$ cat src/rtl/serial_mux_pkg.sv
// Shared types and constants for the multi-serial bridge arbiter.
package serial_mux_pkg;

   typedef enum logic [2:0] {
      ST_IDLE,
      ST_WR,
      ST_POP,
      ST_OUT,
      ST_CLR
   } state_t;

   localparam int unsigned ERR_W     = 4;
   localparam int unsigned ERR_RX_WR = 0;
   localparam int unsigned ERR_RX_RD = 1;
   localparam int unsigned ERR_TX_WR = 2;
   localparam int unsigned ERR_TX_RD = 3;

   // 32-bit wide so they can be truncated to any priority width.
   localparam logic [31:0] PRIO_EMPTY = '0;
   localparam logic [31:0] PRIO_FULL  = '1;

endpackage

$ cat src/rtl/serial_rx_picker.sv
// Picks the RX channel with the highest priority; ties resolve to the
// first index at or after rr_ptr, wrapping.
module serial_rx_picker
   import serial_mux_pkg::*;
#(
   parameter int unsigned N_CHAN = 8,
   parameter int unsigned PRIO_W = 3,
   parameter int unsigned CH_W   = $clog2(N_CHAN)
) (
   input  logic [N_CHAN*PRIO_W-1:0] chan_prio_rx,
   input  logic [CH_W-1:0]          rr_ptr,
   output logic                     pick_valid,
   output logic [CH_W-1:0]          pick_chan
);

   logic [PRIO_W-1:0] best;
   logic [PRIO_W-1:0] prio;
   int                idx;

   // Walk in rotated order; strict '>' keeps the earliest tied channel.
   always_comb begin
      best      = PRIO_W'(PRIO_EMPTY);
      prio      = '0;
      idx       = 0;
      pick_chan = '0;
      for (int k = 0; k < int'(N_CHAN); k++) begin
         idx = int'(rr_ptr) + k;
         if (idx >= int'(N_CHAN)) idx = idx - int'(N_CHAN);
         prio = chan_prio_rx[idx*PRIO_W +: PRIO_W];
         if (prio > best) begin
            best      = prio;
            pick_chan = CH_W'(idx);
         end
      end
      pick_valid = (best != PRIO_W'(PRIO_EMPTY));
   end

endmodule

$ cat src/rtl/serial_chan_arbiter.sv
// Central arbiter: drains RX FIFOs to the host, commits host bytes to TX
// FIFOs and issues per-channel error clears, one channel per transaction.
module serial_chan_arbiter
   import serial_mux_pkg::*;
#(
   parameter int unsigned N_CHAN = 8,
   parameter int unsigned D_W    = 8,
   parameter int unsigned PRIO_W = 3,
   parameter int unsigned CH_W   = $clog2(N_CHAN)
) (
   input  logic                      clk,
   input  logic                      rst,
   input  logic                      enable,
   output logic [N_CHAN-1:0]         chan_active,
   output logic                      commit_write,
   output logic                      commit_read,
   output logic                      clear_flags,
   output logic [D_W-1:0]            chan_data_in,
   input  logic [N_CHAN*D_W-1:0]     chan_data_out,
   input  logic [N_CHAN*PRIO_W-1:0]  chan_prio_rx,
   input  logic [N_CHAN*PRIO_W-1:0]  chan_prio_tx,
   input  logic [N_CHAN*ERR_W-1:0]   chan_errors,
   output logic [N_CHAN-1:0]         err_summary,
   output logic [D_W-1:0]            host_rx_data,
   output logic [CH_W-1:0]           host_rx_chan,
   output logic                      host_rx_valid,
   input  logic                      host_rx_ready,
   input  logic [D_W-1:0]            host_tx_data,
   input  logic [CH_W-1:0]           host_tx_chan,
   input  logic                      host_tx_valid,
   output logic                      host_tx_ready,
   input  logic [CH_W-1:0]           host_clr_chan,
   input  logic                      host_clr_valid
);

   localparam logic [PRIO_W-1:0] TX_FULL = PRIO_W'(PRIO_FULL);

   state_t            state;
   logic [CH_W-1:0]   rr_ptr;
   logic [CH_W-1:0]   sel_chan;
   logic              toggle;

   logic              pick_valid;
   logic [CH_W-1:0]   pick_chan;
   logic [N_CHAN-1:0] tx_onehot, clr_onehot, pick_onehot, err_or;
   logic [PRIO_W-1:0] tx_prio;
   logic [D_W-1:0]    pop_data;
   logic [ERR_W-1:0]  err_bits;
   logic              wr_cand, rd_cand, clr_cand, idle_go;
   logic              clr_win, wr_win, rd_win;

   serial_rx_picker #(
      .N_CHAN (N_CHAN),
      .PRIO_W (PRIO_W),
      .CH_W   (CH_W)
   ) u_picker (
      .chan_prio_rx (chan_prio_rx),
      .rr_ptr       (rr_ptr),
      .pick_valid   (pick_valid),
      .pick_chan    (pick_chan)
   );

   // Channel decodes; an out-of-range index decodes to no channel.
   always_comb begin
      tx_onehot   = '0;
      clr_onehot  = '0;
      pick_onehot = '0;
      err_or      = '0;
      err_bits    = '0;
      tx_prio     = '0;
      pop_data    = '0;
      for (int i = 0; i < int'(N_CHAN); i++) begin
         if (host_tx_chan == CH_W'(i)) begin
            tx_onehot[i] = 1'b1;
            tx_prio      = chan_prio_tx[i*PRIO_W +: PRIO_W];
         end
         if (host_clr_chan == CH_W'(i)) clr_onehot[i] = 1'b1;
         if (pick_chan == CH_W'(i))     pick_onehot[i] = 1'b1;
         if (sel_chan == CH_W'(i))      pop_data = chan_data_out[i*D_W +: D_W];
         err_bits  = chan_errors[i*ERR_W +: ERR_W];
         err_or[i] = err_bits[ERR_RX_WR] | err_bits[ERR_RX_RD] |
                     err_bits[ERR_TX_WR] | err_bits[ERR_TX_RD];
      end
   end

   assign wr_cand  = host_tx_valid && (tx_prio != TX_FULL);
   assign rd_cand  = pick_valid;
   assign clr_cand = host_clr_valid && (|clr_onehot);
   assign idle_go  = (state == ST_IDLE) && enable;

   // Clear always wins; otherwise the toggle alternates write and read.
   assign clr_win = idle_go && clr_cand;
   assign wr_win  = idle_go && !clr_cand && wr_cand && (!rd_cand || !toggle);
   assign rd_win  = idle_go && !clr_cand && rd_cand && (!wr_cand || toggle);

   assign host_tx_ready = wr_win;

   always_ff @(posedge clk or posedge rst) begin
      if (rst) begin
         state         <= ST_IDLE;
         rr_ptr        <= '0;
         sel_chan      <= '0;
         toggle        <= 1'b0;
         chan_active   <= '0;
         commit_write  <= 1'b0;
         commit_read   <= 1'b0;
         clear_flags   <= 1'b0;
         chan_data_in  <= '0;
         err_summary   <= '0;
         host_rx_data  <= '0;
         host_rx_chan  <= '0;
         host_rx_valid <= 1'b0;
      end else begin
         err_summary <= err_or;
         if ((wr_win || rd_win) && wr_cand && rd_cand) toggle <= ~toggle;
         case (state)
            ST_IDLE: begin
               if (clr_win) begin
                  state       <= ST_CLR;
                  chan_active <= clr_onehot;
                  clear_flags <= 1'b1;
               end else if (wr_win) begin
                  state        <= ST_WR;
                  chan_active  <= tx_onehot;
                  commit_write <= |tx_onehot;
                  chan_data_in <= host_tx_data;
               end else if (rd_win) begin
                  state       <= ST_POP;
                  sel_chan    <= pick_chan;
                  chan_active <= pick_onehot;
                  commit_read <= 1'b1;
               end
            end
            ST_WR, ST_CLR: begin
               state        <= ST_IDLE;
               chan_active  <= '0;
               commit_write <= 1'b0;
               clear_flags  <= 1'b0;
            end
            // FIFO head is fall-through, so the byte is valid during the pop.
            ST_POP: begin
               state         <= ST_OUT;
               chan_active   <= '0;
               commit_read   <= 1'b0;
               host_rx_data  <= pop_data;
               host_rx_chan  <= sel_chan;
               host_rx_valid <= 1'b1;
               rr_ptr        <= (sel_chan == CH_W'(N_CHAN - 1)) ? '0 : sel_chan + CH_W'(1);
            end
            ST_OUT: begin
               if (host_rx_ready) begin
                  state         <= ST_IDLE;
                  host_rx_valid <= 1'b0;
               end
            end
            default: state <= ST_IDLE;
         endcase
      end
   end

endmodule

$ cat config.mk
export PLATFORM = sky130hd
export DESIGN_NAME = serial_chan_arbiter
export DESIGN_NICKNAME = d
export VERILOG_FILES = /design/src/rtl/serial_mux_pkg.sv /design/src/rtl/serial_rx_picker.sv /design/src/rtl/serial_chan_arbiter.sv
export SDC_FILE = /design/constraint.sdc
export NUM_CORES = 1
export LEC_CHECK = 0
export ABC_AREA = 1
export BUFFER_PORTS_ARGS = -buffer_cell sky130_fd_sc_hd__buf_2
export CORE_UTILIZATION = 57
export CTS_CLUSTER_DIAMETER = 120
export DETAILED_ROUTE_END_ITERATION = 7
export GPL_ROUTABILITY_DRIVEN = 0
export PLACE_DENSITY = 0.85
export SLEW_MARGIN = 30
export SYNTH_ARGS = -nofsm -noshare
export SYNTH_HDL_FRONTEND = slang
export SYNTH_SLANG_ARGS = --single-unit
$ cat constraint.sdc
create_clock -name clk -period 19.8 [get_ports clk]
set_clock_uncertainty 0.1 [all_clocks]
set_input_delay 2.97 -clock clk [delete_from_list [all_inputs] [get_ports clk]]
set_output_delay 2.97 -clock clk [all_outputs]
set_load 0.1 [all_outputs]
# Yosys cells after proc, flatten, opt, wreduce, memory -nomap -nowiden
# Index checks and enable logic that the tools add are counted.
word_totals:
  ff_bits: 49
  in_bits: 164
  word_cells: 253
op_classes:
  n_addsub: 16
  mul: 8
  order_cmp: 16
  eq_ne: 40
  shift: 8
  n_mux: 85
  bitwise_logic: 27
  n_reduce_logical: 40
op_table:
  columns: ["cell", "count"]
  rows:
  - ["$shiftx 24x33->3", 8]
  - ["$mul 32x2->32 const B", 8]
  - ["$mux 32", 8]
  - ["$ge 32x5->1 const B", 7]
  - ["$sub 32x5->32 const B", 7]
  - ["$mux 8", 11]
  - ["$mux 3", 29]
  - ["$eq 3x3->1 const B", 17]
  - ["$mux 1", 31]
  - ["$eq 3x2->1 const B", 10]
  - ["$or 1x1->1", 24]
  - ["$gt 3x3->1", 7]
  - ["$add 3x3->4 const B", 4]
  - ["$pmux 8 s2", 1]
  - ["$reduce_or 8->1", 2]
  - ["$eq 3x1->1 const B", 5]
  - ["$logic_not 3->1", 5]
  - ["$ne 2x2->1 const B", 6]
  - ["$logic_and 1x1->1", 11]
  - ["$pmux 3 s3", 1]
  - ["$add 3x2->4 const B", 2]
  - ["$pmux 1 s2", 4]
  - ["$reduce_and 2->1", 4]
  - ["$reduce_and 4->1", 2]
  - ["other kinds (15)", 26]

# Logic depth before layout (Yosys ltp)
logic_depth:
  ltp_word: 27
  mapped_depth: 88
  depth_no_buf: 86

# By module
# A second synthesis with hierarchy kept.
unflattened:
  cells_unflattened: 1326
  hier_area_um2: 7712.4
modules_own_cells:
  columns: ["mod", "instances", "cells_per_inst", "area_each_um2"]
  rows:
  - ["serial_rx_picker", 1, 897, 4618.2]
  - ["serial_chan_arbiter", 1, 429, 3094.2]

# Least setup slack after synthesis
# OpenSTA, ideal clock, no wires.
synth_timing:
  path_kind: "input port to output port"
  startpoint: "in chan_prio_rx[20]"
  endpoint: "out host_tx_ready"
  t_arrival_ns: 11.469
  required_time_ns: 16.730
  slack_ns: 5.261
  path_stages: 69
  path_cell_list: "inv_1 > nand2_1 > o21ai_1 > nand2_1 > nand2_1 > nand2_1 > nand3_1 > nand3_1 > and2_1 > ha_1 > nand2_1 > nor2_1 > nor3b_1 > inv_1 > nand2_1 > inv_1 > nand3_2 > nand2_1 > (+33 left out) > ha_1 > a31oi_1 > nand2_1 > inv_1 > a31oi_1 > inv_1 > nand3_1 > nand2_2 > inv_1 > ha_1 > nand2_1 > o21ai_1 > inv_1 > nor2_4 > nand2_4 > nand3_4 > nand2_4 > inv_2"
synth_between:
  elab_chain_cells: 21
  word_cells_on_any_way: 28
synth_lines:
  columns: ["element", "line_no", "text"]
  rows:
  - ["start: declaration", "serial_chan_arbiter.sv:20", "input logic [N_CHAN*PRIO_W-1:0] chan_prio_rx,"]
  - ["$shiftx 24x33->3", "serial_rx_picker.sv:29", "prio = chan_prio_rx[idx*PRIO_W +: PRIO_W];"]
  - ["$gt 3x1->1", "serial_rx_picker.sv:30", "if (prio > best) begin"]
  - ["$mux 3", "serial_rx_picker.sv:30", null]
  - ["$gt 3x3->1", "serial_rx_picker.sv:30", null]
  - ["$mux 3", "serial_rx_picker.sv:30", null]
  - ["$gt 3x3->1", "serial_rx_picker.sv:30", null]
  - ["$mux 3", "serial_rx_picker.sv:30", null]
  - ["$gt 3x3->1", "serial_rx_picker.sv:30", null]
  - ["(+5 left out)", null, null]
  - ["$gt 3x3->1", "serial_rx_picker.sv:30", null]
  - ["$mux 3", "serial_rx_picker.sv:30", null]
  - ["$gt 3x3->1", "serial_rx_picker.sv:30", null]
  - ["$mux 3 (*)", "serial_rx_picker.sv:30", null]
  - ["$reduce_bool 3->1 (*)", "serial_rx_picker.sv:35", "pick_valid = (best != PRIO_W'(PRIO_EMPTY));"]
  - ["$logic_not 1->1 (*)", "serial_chan_arbiter.sv:93", "assign wr_win = idle_go && !clr_cand && wr_cand && (!rd_cand || !toggle);"]
  - ["$logic_or 1x1->1 (*)", "serial_chan_arbiter.sv:93", null]
  - ["$logic_and 1x1->1 (*)", "serial_chan_arbiter.sv:93", null]
  - ["end: declaration", "serial_chan_arbiter.sv:31", "output logic host_tx_ready,"]
# Every way passes the cells marked *; elsewhere a longest branch is shown, timed or not.

# Worst setup path after layout
# Ends and elaborated chain as after synthesis.

==> metrics <==
outcome=complete, no violations; WP data required=16730 ps; Critical Path Fanout Max=18; Main synth FF type=dfrtp_1; Clock Path Buffers=2; post-synthesis mux area share=0%; #FFs+latches synth=49; gr usage total=36.0%; die area=0.0141 mm^2; Hold Violations, Final=0; CTS Sinks=49; arrival time at the worst endpoint=13260 ps; register area share after synthesis=15.8%; Cells after Synth=1300; root buffer cell=clkbuf_16; Yosys top cell area share=21.9%; endpoints failing setup=0; global-route wire length before repair=41.2 mm; Vias/cell=5.81; ys async rst share=100%; # diodes=0; H-tree depth reported by CTS=2; RSZ-0062 raised after global routing=no; Die X-Extent=119 um; startpoint types=input port; number of I/O port buffers=203; Compound-Gate Fraction of Synth Area=17.5%; Post-synth EDFFs=0; CP max stage delay=450 ps; post-synth cell types=62; largest net degree at the start of global routing=55; fmax=0.0612 GHz; cts bufs inserted=5; adder-cell share of the synthesized area=9.58%; Cell Area, Placed=0.00877 mm^2; TritonCTS clock tree=built; max_slew headroom=50.3%; Routed WL per cell=15.4 um; setup TNS=0 ps; fin. max-slew vios=0; initial antenna violation count=0; worst slew pin tran=742 ps; Worst path slowest cell=buf_2; Final min period=16330 ps; Worst setup EP type=output port; number of buffers and inverters on the critical path=19; Final period util=82.5%; Post-CTS Repair Setup Buffers=0; Final Cell Area=0.00892 mm^2; hold buffer count at cts=0; Pre-Repair DR Iteration Count=8; XOR/XNOR Fraction of Synth Area=2.74%; WS Path Type=in -> out; largest family of logic cells by synthesized area=simple AND/OR/NAND/NOR gates; Hold Path Class=reg -> reg; share of cells above drive strength 1=19.7%; Nets=1695; dpl hpwl=20.5 mm; Mapped Avg Cell Area=5.97 um^2; post-synth top area cell=nand2_1; area grow syn2layout=14.9%; DRT iter0 DRCs=1221; I/O pins=204; post-route ant nets=0; Residual DRC=0; Row Count=42; CORE AREA=0.0132 mm^2; die height=119 um; post_cts resized=0; Synth Area in Simple Gates=43.8%; MaxCap Viol Count=0; total number of vias=9587; number of global-route vias before repair=8746; placed insts=1643; top cells by area, synth=nand2_1 22%, dfrtp_1 16%, nand3_1 9.6%; Routed WL=25.4 mm; kind of cell adding the most delay to the critical path=simple AND/OR/NAND/NOR gates; Initial Utilization=58.6%; Worst-path clk slew=70 ps; Worst-Skew Late Latency=300 ps; area of the mapped netlist=0.00776 mm^2; Ys Warns=0; final std cells w/o fill=1651; total congestion overflow=0
## per-layer routing
metal  global-route usage, %  wire [um]  vias up
met5                       0          0        -
met4                    16.6       1150        0
met3                    4.83       2380       97
met2                    61.9      12000      573
met1                    44.3       9950     4241
li1                        -          -     4676
## Yosys cell counts, types with 3 or more instances
master / number
o21ai_1: 32
nand2_1: 453
nor2_1: 73
nand2_2: 14
o21a_1: 3
o21ai_2: 5
buf_4: 7
xor2_1: 3
nor2_2: 3
xnor2_2: 4
or4_1: 8
nand4_1: 13
and2_1: 7
buf_2: 11
nand3_1: 149
o211ai_1: 23
fa_1: 4
ha_1: 53
a21oi_1: 46
buf_6: 7
clkbuf_1: 14
nand3_2: 17
o21ai_0: 66
a31oi_1: 25
dfrtp_1: 49
nor3_1: 13
clkinv_1: 5
a221oi_1: 7
inv_1: 125
xor2_2: 3
nor4_1: 3
inv_2: 13
## cell families after synthesis
kind of cell	Yosys count
xor+xnor	14
buf+inv	185
fa+ha+maj	57
simple gates	766
compound gates	228
flops	49
other cells	1
## flip-flops by register name (all words and copies together) (netlist names)
signal         cells
commit_read        1
toggle             1
host_rx_data       8
chan_data_in       8
clear_flags        1
chan_active        8
host_rx_chan       3
rr_ptr             3
commit_write       1
host_rx_valid      1
err_summary        8
sel_chan           3
state              3
## path summary, 6_finish.rpt
check / from / end / slack, ps / cells past startpoint
min in group asynchronous: rst / err_summary[1] / 2640 / 2
hold / removal: chan_active[3] / chan_active[3] / 380 / 2
max in group asynchronous: rst / rr_ptr[0] / 16510 / 2
setup reg to reg: rr_ptr[0] / chan_active[1] / 6890 / 80
hold reg to reg: chan_active[3] / chan_active[3] / 380 / 2
setup / recovery: chan_prio_rx[20] / host_tx_ready / 3470 / 71
## cell type report
type | instances | area, um^2
clock buffer | 5 | 125
clock inverter | 3 | 28.8
fill | 1231 | 4320
inverter | 144 | 548
multi-input combinational | 1067 | 5720
sequential | 49 | 1230
tap | 176 | 220
timing repair buffer | 207 | 1050
## tightest hold or removal path, cell delays in order (launching register included)
cell,delay [ps]
dfrtp_1,340
nand2_1,50
nand2_1,60
## per-stage QoR
step / util (%) / setup WS [ps] / hold WS, ps
finish: 67.4 / 3470 / 379
global route: 67.4 / 2280 / 404
CTS: 67.4 / 3660 / 381
detailed placement: 66.2 / 3690 / 363
global placement: 66.2 / 4170 / 359
floorplan: - / 5260 / 427
## cell usage in the layout, fill, tap and decap left out, drive strengths merged, types with 3 or more instances in the layout
master / n
a21oi: 47
a221oi: 7
a31oi: 27
and2: 7
buf: 207
clkbuf: 5
clkinv: 5
dfrtp: 49
fa: 4
ha: 53
inv: 142
nand2: 469
nand3: 167
nand4: 14
nor2: 78
nor3: 13
nor4: 4
o211ai: 23
o21a: 3
o21ai: 103
o311ai: 3
or4: 8
xnor2: 6
xor2: 8
Power is not shown: default switching activity piles up to over one toggle a cycle in this logic, so the estimate is an artifact.
